$ cat config.mk
export PLATFORM = sky130hd
export DESIGN_NAME = intra_block_scheduler
export DESIGN_NICKNAME = d
export VERILOG_FILES = /design/src/rtl/intra_block_scheduler.sv
export SDC_FILE = /design/constraint.sdc
export NUM_CORES = 1
export LEC_CHECK = 0
export ABC_AREA = 1
export CAP_MARGIN = 25
export CORE_MARGIN = 1.5
export CORE_UTILIZATION = 40
export DETAILED_ROUTE_END_ITERATION = 6
export PLACE_DENSITY = 0.62
export SKIP_LAST_GASP = 1
export SYNTH_ARGS = -nofsm -noshare
export SYNTH_HDL_FRONTEND = slang
export SYNTH_SLANG_ARGS = --single-unit
$ cat constraint.sdc
create_clock -name clk -period 2.05 [get_ports clk]
set_input_delay 0.3075 -clock clk [delete_from_list [all_inputs] [get_ports clk]]
set_output_delay 0.3075 -clock clk [all_outputs]
set_load 0.02 [all_outputs]
$ cat src/rtl/intra_block_scheduler.sv
// intra_block_scheduler
//   Raster-order block dispatcher for one frame plane. Walks a cursor over the
//   plane in BLK_W x BLK_H steps and offers each block coordinate to one idle
//   intra prediction engine through a valid/ready handshake. It tracks a busy
//   bit per engine and raises done after the last block has been issued and
//   every engine has reported completion.
//
//   Optional build macro: SCHED_RR_EN
//     defined   -> round-robin engine selection. The search starts after the
//                  last granted engine; the pointer resets to engine 0.
//     undefined -> fixed priority. The lowest-index idle engine wins.
//
// Ports
//   clk, reset_n   clock, asynchronous active-low reset
//   start          frame start pulse (honoured in IDLE only)
//   frame_busy     frame in progress
//   done           frame complete, held until the next accepted start
//   eng_req_valid  one-hot offer per engine
//   eng_req_ready  per-engine accept
//   eng_coord      per-engine {y, x}, x in the low COORD_W bits
//   eng_done       per-engine completion pulse
//   issued_count   blocks dispatched in the current frame

// Per-engine busy tracker. A transfer sets the bit; a completion pulse clears it.
// A transfer only targets an idle engine, so a done pulse arriving in the same
// cycle is necessarily spurious and set has priority.
module intra_block_scheduler_eng (
  input  logic clk,
  input  logic reset_n,
  input  logic set,
  input  logic clr,
  output logic busy
);
  always_ff @(posedge clk or negedge reset_n)
    if (!reset_n)  busy <= 1'b0;
    else if (set)  busy <= 1'b1;
    else if (clr)  busy <= 1'b0;
endmodule

module intra_block_scheduler #(
  parameter int NUM_ENGINES = 2,
  parameter int FRAME_W     = 1280,
  parameter int FRAME_H     = 720,
  parameter int BLK_W       = 4,
  parameter int BLK_H       = 4,
  parameter int COORD_W     = 16
) (
  input  logic                               clk,
  input  logic                               reset_n,
  input  logic                               start,
  output logic                               frame_busy,
  output logic                               done,
  output logic [NUM_ENGINES-1:0]             eng_req_valid,
  input  logic [NUM_ENGINES-1:0]             eng_req_ready,
  output logic [NUM_ENGINES*2*COORD_W-1:0]   eng_coord,
  input  logic [NUM_ENGINES-1:0]             eng_done,
  output logic [2*COORD_W-1:0]               issued_count
);
  localparam int IW = (NUM_ENGINES > 1) ? $clog2(NUM_ENGINES) : 1;
  localparam logic [COORD_W-1:0]   X_LAST = COORD_W'(FRAME_W - BLK_W);
  localparam logic [COORD_W-1:0]   Y_LAST = COORD_W'(FRAME_H - BLK_H);
  localparam logic [COORD_W-1:0]   X_STEP = COORD_W'(BLK_W);
  localparam logic [COORD_W-1:0]   Y_STEP = COORD_W'(BLK_H);
  localparam logic [2*COORD_W-1:0] CNT_ONE = (2*COORD_W)'(1);

  if (NUM_ENGINES < 1 || NUM_ENGINES > 8) begin : g_bad_eng
    $error("intra_block_scheduler: NUM_ENGINES must be 1..8");
  end
  if ((FRAME_W % BLK_W) != 0 || (FRAME_H % BLK_H) != 0) begin : g_bad_dim
    $error("intra_block_scheduler: frame dimensions must be block multiples");
  end
  if (64'(FRAME_W) >= (64'd1 << COORD_W) || 64'(FRAME_H) >= (64'd1 << COORD_W)) begin : g_bad_cw
    $error("intra_block_scheduler: frame dimensions exceed COORD_W");
  end

  typedef enum logic [1:0] {IDLE, RUN, DRAIN, FIN} state_t;
  state_t state, state_nxt;

  logic [NUM_ENGINES-1:0] busy, xfer_vec, idle_mask, sel_oh;
  logic [IW-1:0]          sel_idx;
  logic                   sel_any, xfer, last_xfer, offer;
  logic [COORD_W-1:0]     cx, cy, nx, ny, off_x, off_y;

  for (genvar g = 0; g < NUM_ENGINES; g++) begin : g_eng
    intra_block_scheduler_eng u_eng (
      .clk    (clk),
      .reset_n(reset_n),
      .set    (xfer_vec[g]),
      .clr    (eng_done[g]),
      .busy   (busy[g])
    );
  end

  assign xfer_vec  = eng_req_valid & eng_req_ready;
  assign xfer      = |xfer_vec;
  assign last_xfer = xfer && (cx == X_LAST) && (cy == Y_LAST);
  // The engine taking a block this cycle is about to go busy, so it is not
  // a candidate for the back-to-back offer.
  assign idle_mask = ~busy & ~xfer_vec;

  assign nx    = (cx == X_LAST) ? '0 : cx + X_STEP;
  assign ny    = (cx == X_LAST) ? cy + Y_STEP : cy;
  // An offer made on a transfer edge carries the already-advanced cursor.
  assign off_x = xfer ? nx : cx;
  assign off_y = xfer ? ny : cy;

`ifdef SCHED_RR_EN
  logic [IW-1:0] rr_ptr;
  always_comb begin
    int j;
    j       = 0;
    sel_any = 1'b0;
    sel_idx = '0;
    for (int k = 0; k < NUM_ENGINES; k++) begin
      j = int'(rr_ptr) + k;
      if (j >= NUM_ENGINES) j = j - NUM_ENGINES;
      if (!sel_any && idle_mask[j]) begin
        sel_any = 1'b1;
        sel_idx = IW'(j);
      end
    end
  end
`else
  always_comb begin
    sel_any = 1'b0;
    sel_idx = '0;
    for (int k = NUM_ENGINES-1; k >= 0; k--) begin
      if (idle_mask[k]) begin
        sel_any = 1'b1;
        sel_idx = IW'(k);
      end
    end
  end
`endif

  assign sel_oh = sel_any ? (NUM_ENGINES'(1) << sel_idx) : '0;
  assign offer  = (state == RUN) && ((eng_req_valid == '0) || xfer) && !last_xfer && sel_any;

  always_ff @(posedge clk or negedge reset_n)
    if (!reset_n) state <= IDLE;
    else          state <= state_nxt;

  always_comb begin
    state_nxt = state;
    case (state)
      IDLE:    if (start)        state_nxt = RUN;
      RUN:     if (last_xfer)    state_nxt = DRAIN;
      DRAIN:   if (busy == '0)   state_nxt = FIN;
      default:                   state_nxt = IDLE;
    endcase
  end

  always_ff @(posedge clk or negedge reset_n) begin
    if (!reset_n) begin
      cx            <= '0;
      cy            <= '0;
      issued_count  <= '0;
      done          <= 1'b0;
      frame_busy    <= 1'b0;
      eng_req_valid <= '0;
      eng_coord     <= '0;
`ifdef SCHED_RR_EN
      rr_ptr        <= '0;
`endif
    end else begin
      if (state == IDLE && start) begin
        cx           <= '0;
        cy           <= '0;
        issued_count <= '0;
        done         <= 1'b0;
        frame_busy   <= 1'b1;
      end
      if (state == DRAIN && busy == '0) begin
        done       <= 1'b1;
        frame_busy <= 1'b0;
      end
      if (xfer) begin
        cx           <= nx;
        cy           <= ny;
        issued_count <= issued_count + CNT_ONE;
      end
      if (offer) begin
        eng_req_valid <= sel_oh;
        eng_coord[int'(sel_idx)*2*COORD_W +: 2*COORD_W] <= {off_y, off_x};
`ifdef SCHED_RR_EN
        rr_ptr <= (int'(sel_idx) == NUM_ENGINES-1) ? '0 : sel_idx + IW'(1);
`endif
      end else if (xfer) begin
        eng_req_valid <= '0;
      end
    end
  end
endmodule

== Yosys cells after proc, flatten, opt, wreduce, memory -nomap -nowiden ==
Cells that the tools add are included.
Widths: inputs -> output; s select.
Cells by class
  muxes and demuxes: 28
  $add $sub $neg: 4
  shift-type cells: 3
  magnitude comparators: 0
  divide/modulo/power cells: 0
  reduce and logical (&&, ||, !) cells: 19
  multipliers: 0
  equal/unequal tests: 7
  bitwise logic cells: 4
Operators by type and width (number)
  $mux 16: 7
  $bwmux 64: 1
  $mux 32: 2
  $shift 32x33->64 const A: 1
  $shiftx 32x33->64: 1
  $neg 6->33: 1
  $add 16x3->16 const B: 2
  $add 32x1->32 const B: 1
  $eq 16x10->1 const B: 1
  $eq 16x11->1 const B: 1
  $mux 2: 6
  $mux 1: 11
  $reduce_bool 2->1: 5
  $logic_and 1x1->1: 7
  $logic_not 2->1: 3
  $ne 2x2->1 const B: 3
  $pmux 2 s3: 1
  $and 2x2->2: 2
  $not 2->2: 2
  $reduce_and 3->1: 1
  $eq 2x1->1 const B: 1
  $eq 2x2->1 const B: 1
  $reduce_or 2->1: 1
  $shl 1x1->2 const A: 1
  other kinds (2): 2
Word-level totals
  register bits after elaboration: 136
  output and inout bits: 100
  memories: 0
  memory bits (writable): 0
  bits in read-only memories: 0
  input bits: 7
  latch bits: 0
  logic and storage cells: 75

== Logic depth before layout (Yosys ltp) ==
Gate-level depths: netlist of run 1.
  word-level depth: 8
  depth in mapped cells: 11
  gate-level depth less buffers: 11

== Cells and area by module ==
Synthesis of run 1 repeated with hierarchy kept, for this count alone.
Unflattened totals
  cells, all modules: 903
  area total of the unflattened synthesis: 6802.8 um^2
By module, submodules not included
  intra_block_scheduler: instances 1, cells each 893, area each 6722.7 um^2, sequential area each 3228.1 um^2
  intra_block_scheduler_eng: instances 2, cells each 5, area each 40.0 um^2, sequential area each 25.0 um^2

== Worst setup path before layout of run 1 ==
No wires, ideal clock.
  path type: flip-flop to flip-flop
  start: register issued_count[0]
  end: register issued_count[22]
  buffers on the path: 0
  setup slack: 200 ps
  data required time: 1924 ps
  cell stages (with the launch flop): 9
  arrival: 1724 ps
  setup time: 126 ps
  clock period less this slack: 1850 ps
  cells stage by stage: dfrtp_1 > ha_1 > nand3_1 > nor3_2 > nand2_1 > nor2_1 > nand2_1 > nor2_1 > o21ai_0
Between the ends
  word-level cells in the longest chain between the ends: 2
RTL lines
  start, declared: line 57  | output logic [2*COORD_W-1:0] issued_count
  start signal, assigned: line 180  | issued_count <= issued_count + CNT_ONE;
  $add 32x1->32: line 180
  $mux 32: line 177  | if (xfer) begin
No other way between the ends.
A chain may end at the register's enable or synchronous reset.

== Final worst setup path of run 1 ==
  start: register issued_count[12]
  end: output port issued_count[12]
No word-level cell between the ends.

==> results of run 1 <==
-- final timing paths --
path	from	end	cells after the start
max	issued_count[12]	issued_count[12]	1
min	reset_n	cx[7]	2
max reg2reg	cx[2]	eng_coord[53]	11
min reg2reg	eng_coord[54]	eng_coord[54]	2
max in group asynchronous	reset_n	eng_coord[27]	3
min in group clk	eng_done[0]	g_eng[0].u_eng.busy	2
-- synthesized netlist by cell type, drive strengths merged (2+ instances only) --
cell	instances
nor3	21
ha	8
o31ai	2
nand2	350
a22oi	3
xor2	9
a21oi	7
nand3	66
nor4	2
buf	18
o21ai	80
clkbuf	10
xnor2	2
nand4	29
o21a	2
inv	75
nor2	56
dfrtp	131
-- what timing repair did --
| item | 4_1_cts | 5_1_grt |
|---|---|---|
| hold buffers | 1 | 0 |
| buffers inserted | 0 | 0 |
| resized for setup | 0 | 1 |
| endpoints found under the setup margin | 0 | 3 |
| endpoints found under the hold margin | 47 | 0 |
-- cell families (layout without fill, tap and decap cells) --
kind of cell	Yosys count	count (layout)	synth area share, %
mux	1	1	0.151
simple gates	525	525	33.1
compound gates	98	98	7.88
xor+xnor	11	11	1.45
other cells	1	2	0.0566
flops	131	131	49.5
buf+inv	103	251	6.33
fa+ha+maj	8	8	1.51
-- final cells by class --
cell class / count / area [um2] / share of cell area (%)
clock buffer: 18 / 439 / 4.97
clock inverter: 13 / 161 / 1.83
tap: 216 / 270 / 3.06
timing repair buffer: 145 / 1470 / 16.6
inverter: 75 / 282 / 3.19
sequential: 131 / 3280 / 37.1
multi-input combinational: 645 / 2940 / 33.2
-- state kept, by name, indices dropped and copies added, names as in the netlist --
name	flops
eng_coord	61
issued_count	32
cx	16
cy	14
eng_req_valid	2
g_eng.u_eng.busy	2
state	2
done	1
frame_busy	1
-- power breakdown --
part | switching (uW) | internal, uW
clock network | 1160 | 1930
registers | 686 | 3420
logic | 3160 | 2270
-- through the flow --
step	setup slack, ps	cells	hold WS (ps)	util [%]	cell area (um2)
after global placement	47.0	1211	283	51.2	8220
after floorplan	200	879	11.9	-	6630
after global routing	4.00	1243	452	55.0	8830
final	152	1243	403	55.0	8830
after CTS	133	1243	415	55.0	8830
after detailed placement	7.56	1211	289	51.2	8220
-- metal layers --
metal	routed length [um]	track usage (%)
met5	0	0
met4	301	7.84
met3	767	4.17
met2	7880	33.1
met1	8310	28.6
==> flow_metrics.env, run 1 <==
export IMPL_numCtsBuffers=17
export IMPL_start_util_pct=41.3
export IMPL_critPathCaptureType="output pin"
export IMPL_async_flop_share_pct=100
export IMPL_ios=107
export IMPL_grt_pass1_wl_um=29300
export IMPL_first_iter_violations=477
export IMPL_die_area_um2=17300
export IMPL_fp_dieW_um=132
export IMPL_power_total_uw=12600
export IMPL_synth_top_cell_by_area="dfrtp_1"
export IMPL_power_density_nw_per_um2=1430
export IMPL_syn_avg_cell_area_um2=7.55
export IMPL_synthTopCellsByArea="dfrtp_1 (49%), nand2_1 (20%), o21ai_0 (5.4%)"
export IMPL_finalCritPeriodShare_pct=92.6
export IMPL_irDropWorstVdd_v=0.000740
export IMPL_grt_use_total_pct=21.0
export IMPL_ys_seq_area_share_pct=49.5
export IMPL_skew_ps=12.5
export IMPL_fin_crit_ps=1900
export IMPL_cts_sinks=131
export IMPL_hpwlAfterDp_um=12200
export IMPL_finalSetupViolations=0
export IMPL_drv_slew=0
export IMPL_max_cap_violations=0
export IMPL_r2r_slack_ps=190
export IMPL_critPathKind="register to output pin"
export IMPL_fill_cells=1511
export IMPL_drc=0
export IMPL_viasPerCell=4.93
export IMPL_mostFrequentLayoutCells="nand2_1 (349), dfrtp_1 (131), clkdlybuf4s50_1 (103), inv_1 (73), o21ai_0 (71)"
export IMPL_wl_per_cell_um=13.9
export IMPL_crit_chain="clkdlybuf4s50_1"
export IMPL_fp_dieH_um=132
export IMPL_cts_root_buffer="clkbuf_16"
export IMPL_synthCells=878
export IMPL_worstPathArrival_ps=1590
export IMPL_final_common_cell="nand2_1"
export IMPL_finalHoldViolations=0
export IMPL_worstPathBufferInverterCount=1
export IMPL_cts_path_max_buffers=2
export IMPL_dr_pass1_iters=5
export IMPL_antenna_cells=0
export IMPL_yosysUniqueCellTypes=34
export IMPL_synth_edf_count=0
export IMPL_core_area_um2=16100
export IMPL_gp_congestion=0.852
export IMPL_hold_path_class="input pin to async pin"
export IMPL_cts_tree="done"
export IMPL_antenna_found_initial=0
export IMPL_rsz0062_at_grt="false"
export IMPL_crit_fanout=7
export IMPL_final_setup_tns_ps=0
export IMPL_area_delta_synth_final_pct=33.3
export IMPL_grt_overflow_total=0
export IMPL_grt_max_degree=50
export IMPL_port_buffers=104
export IMPL_nNetsFinal=1030
export IMPL_postRouteAntennaNets=0
export IMPL_synth_top_area_share_pct=49.5
export IMPL_required_ps=1740
export IMPL_synth_top_flop_cell="dfrtp_1"
export IMPL_max_freq_mhz=527
export IMPL_cts_clk_slew_worst_paths_ps=60
export IMPL_syn_area_um2=6630
export IMPL_start_kind="register"
export IMPL_synth_seq_cells=131
export IMPL_max_stage_delay_ps=690
export IMPL_clk_insertion_delay_late_ps=420
export IMPL_yosys_warnings=0
export IMPL_p_leak_uw=0.00419
export IMPL_route_vias_total=6126
export IMPL_status="completed"
export IMPL_grt_pass1_vias=5931
export IMPL_drive_gt1_share_pct=8.18
export IMPL_wl_um=17300
export IMPL_slowest_stage="clkdlybuf4s50_1"
export IMPL_rows=46
export IMPL_crit_family="buffers and inverters"
export IMPL_h_tree_depth=4
Power figures use the tool's default switching activity.
==> inputs of run 2 (changes only) <==
Settings changed: CORE_MARGIN 1.5 to default.
==> run 2 against run 1 <==
Effect of this change: global-route usage grew 0.94 points; combinational power is essentially flat; die area shrank 1.5%; critical path depth grew 10; clock skew shrank 2.5 ps; core utilization grew 0.35 points; first-iteration DRC count shrank 14%; cell count is the same; setup slack lost 7.5 ps; fmax shrank 0.39%; worst hold slack lost 12 ps; flip-flop and latch count is the same; critical path type is now register to register; critical endpoint is now eng_coord[63]; largest cell class unchanged.
==> flow_metrics.env, run 2 (synthesis gave the netlist of run 1 again) <==
export IMPL_power_density_nw_per_um2=1450
export IMPL_fill_cells=1516
export IMPL_antenna_found_initial=0
export IMPL_final_setup_tns_ps=0
export IMPL_skew_ps=9.97
export IMPL_max_stage_delay_ps=430
export IMPL_area_sequential_um2=3280
export IMPL_layout_cells_non_filler=1243
export IMPL_crit_top_cell="nand2_1"
export IMPL_slowest_stage="dfrtp_1"
export IMPL_start_kind="register"
export IMPL_grt_pass1_vias=5761
export IMPL_reg_top3="eng_coord: 61 flops, issued_count: 32 flops, cx: 16 flops"
export IMPL_drv_slew=0
export IMPL_required_ps=2360
export IMPL_gp_congestion=0.907
export IMPL_crit_chain="ha_2, nand3_1, nor3_1, nand2_1, inv_1, buf_12, nand2_1, nand3_1, nand2_1, nand2_1, nand2_1"
export IMPL_finalHoldViolations=0
export IMPL_nNetsFinal=1029
export IMPL_critPathKind="register to register"
export IMPL_final_common_cell="nand2_1"
export IMPL_finalCritPeriodShare_pct=92.9
export IMPL_status="completed"
export IMPL_antenna_cells=0
export IMPL_postLayoutCellArea_um2=8860
export IMPL_comb_power_share_pct=42.2
export IMPL_placed_area_um2=8210
export IMPL_grt_max_degree=49
export IMPL_crit_fanout=14
export IMPL_utilization_pct=55.4
export IMPL_cts_sinks=131
export IMPL_top_register="eng_coord"
export IMPL_rsz0062_at_grt="false"
export IMPL_irDropWorstVdd_v=0.000808
export IMPL_route_vias_total=6195
export IMPL_viasPerCell=4.98
export IMPL_grt_overflow_total=0
export IMPL_p_int_uw=7830
export IMPL_grt_pass1_wl_um=28800
export IMPL_switching_power_uw=4980
export IMPL_clkPwrFrac_pct=25.7
export IMPL_start_util_pct=41.4
export IMPL_first_iter_violations=409
export IMPL_p_leak_uw=0.00421
export IMPL_max_freq_mhz=525
export IMPL_rows=46
export IMPL_postRouteAntennaNets=0
export IMPL_finalSetupViolations=0
export IMPL_swShare_pct=38.9
export IMPL_hold_path_class="input pin to async pin"
export IMPL_hpwlAfterDp_um=12500
export IMPL_fin_crit_ps=1910
export IMPL_p_seq_share_pct=32.1
export IMPL_h_tree_depth=4
export IMPL_die_area_um2=17100
export IMPL_core_area_um2=16000
export IMPL_area_delta_synth_final_pct=33.7
export IMPL_wl_per_cell_um=14.1
export IMPL_multi_input_area_um2=2940
export IMPL_dpl_cell_count=1210
export IMPL_dr_pass1_iters=5
export IMPL_worstPathArrival_ps=2210
export IMPL_largest_register_ffs=61
export IMPL_fp_dieH_um=131
export IMPL_fp_dieW_um=131
export IMPL_ios=107
export IMPL_cts_root_buffer="clkbuf_16"
export IMPL_mostFrequentLayoutCells="nand2_1 (349), dfrtp_1 (131), clkdlybuf4s50_1 (103), inv_1 (73), o21ai_0 (71)"
export IMPL_numCtsBuffers=17
export IMPL_port_buffers=104
export IMPL_wl_um=17600
export IMPL_max_cap_violations=0
export IMPL_drive_gt1_share_pct=7.89
export IMPL_critPathCaptureType="register"
export IMPL_cts_tree="done"
export IMPL_cts_path_max_buffers=2
export IMPL_grt_use_total_pct=21.9
export IMPL_drc=0
export IMPL_clk_insertion_delay_late_ps=420
export IMPL_cts_clk_slew_worst_paths_ps=60
==> run 2: changes by cell type in the layout (fill, tap and decap cells not counted), sizes merged <==
cell      previous run  this run
clkinv               6         5
buf                 41        40
clkinvlp             4         1
bufinv               3         5
clkbuf              18        21
==> run 2: metrics by stage <==
step,setup slack [ps],power (uW),hold WS (ps)
CTS,132,12900,415
detailed placement,30.8,9570,281
finish,145,12800,391
global placement,61.1,9490,276
floorplan,200,6990,11.9
global route,6.48,13600,446
==> run 2: power groups by stage <==
stage | Sequential [uW] | Clock, uW | Combinational, uW
2_1_floorplan | 4750 | 0 | 2240
3_3_place_gp | 4150 | 0 | 5340
3_5_place_dp | 4130 | 0 | 5430
4_1_cts | 4110 | 3330 | 5450
5_1_grt | 4220 | 3440 | 5980
6_report | 4110 | 3290 | 5410
==> run 2: layout make-up <==
cell class                 instances  area share (%)
tap                              216            3.05
multi-input combinational        645            33.2
clock buffer                      21            5.09
timing repair buffer             144            16.5
inverter                          75            3.18
clock inverter                    11            2.06
sequential                       131            37.0
==> run 2: path summary, 6_finish.rpt <==
check	end	startpoint	slack, ps	cells after the start
setup reg to reg	eng_coord[63]	cx[2]	140	11
max in group asynchronous	eng_coord[51]	reset_n	1030	3
hold reg to reg	eng_coord[52]	eng_coord[52]	480	2
setup / recovery	eng_coord[63]	cx[2]	140	11
min in group clk	g_eng[1].u_eng.busy	eng_done[1]	460	2
hold / removal	eng_coord[42]	reset_n	390	2
==> run 2: routing by layer <==
metal | wire length (um) | track usage [%]
met5 | 0 | 0
met4 | 385 | 8.59
met3 | 892 | 3.54
met2 | 7920 | 34.8
met1 | 8380 | 30.0
==> run 2: worst max-delay path, delay by kind of cell, from the launching register on <==
family / cells / cell delay, ps
AND/OR/NAND/NOR: 8 / 820
flip-flops: 1 / 430
adder cells (fa/ha/maj): 1 / 260
buffers and inverters: 2 / 260
==> run 2: repair_timing <==
action                                 in CTS  in global routing
setup buffers                               0                  0
gates resized for setup                     0                  1
setup endpoints to repair                   0                  5
hold buffers                                1                  0
endpoints found under the hold margin      45                  0
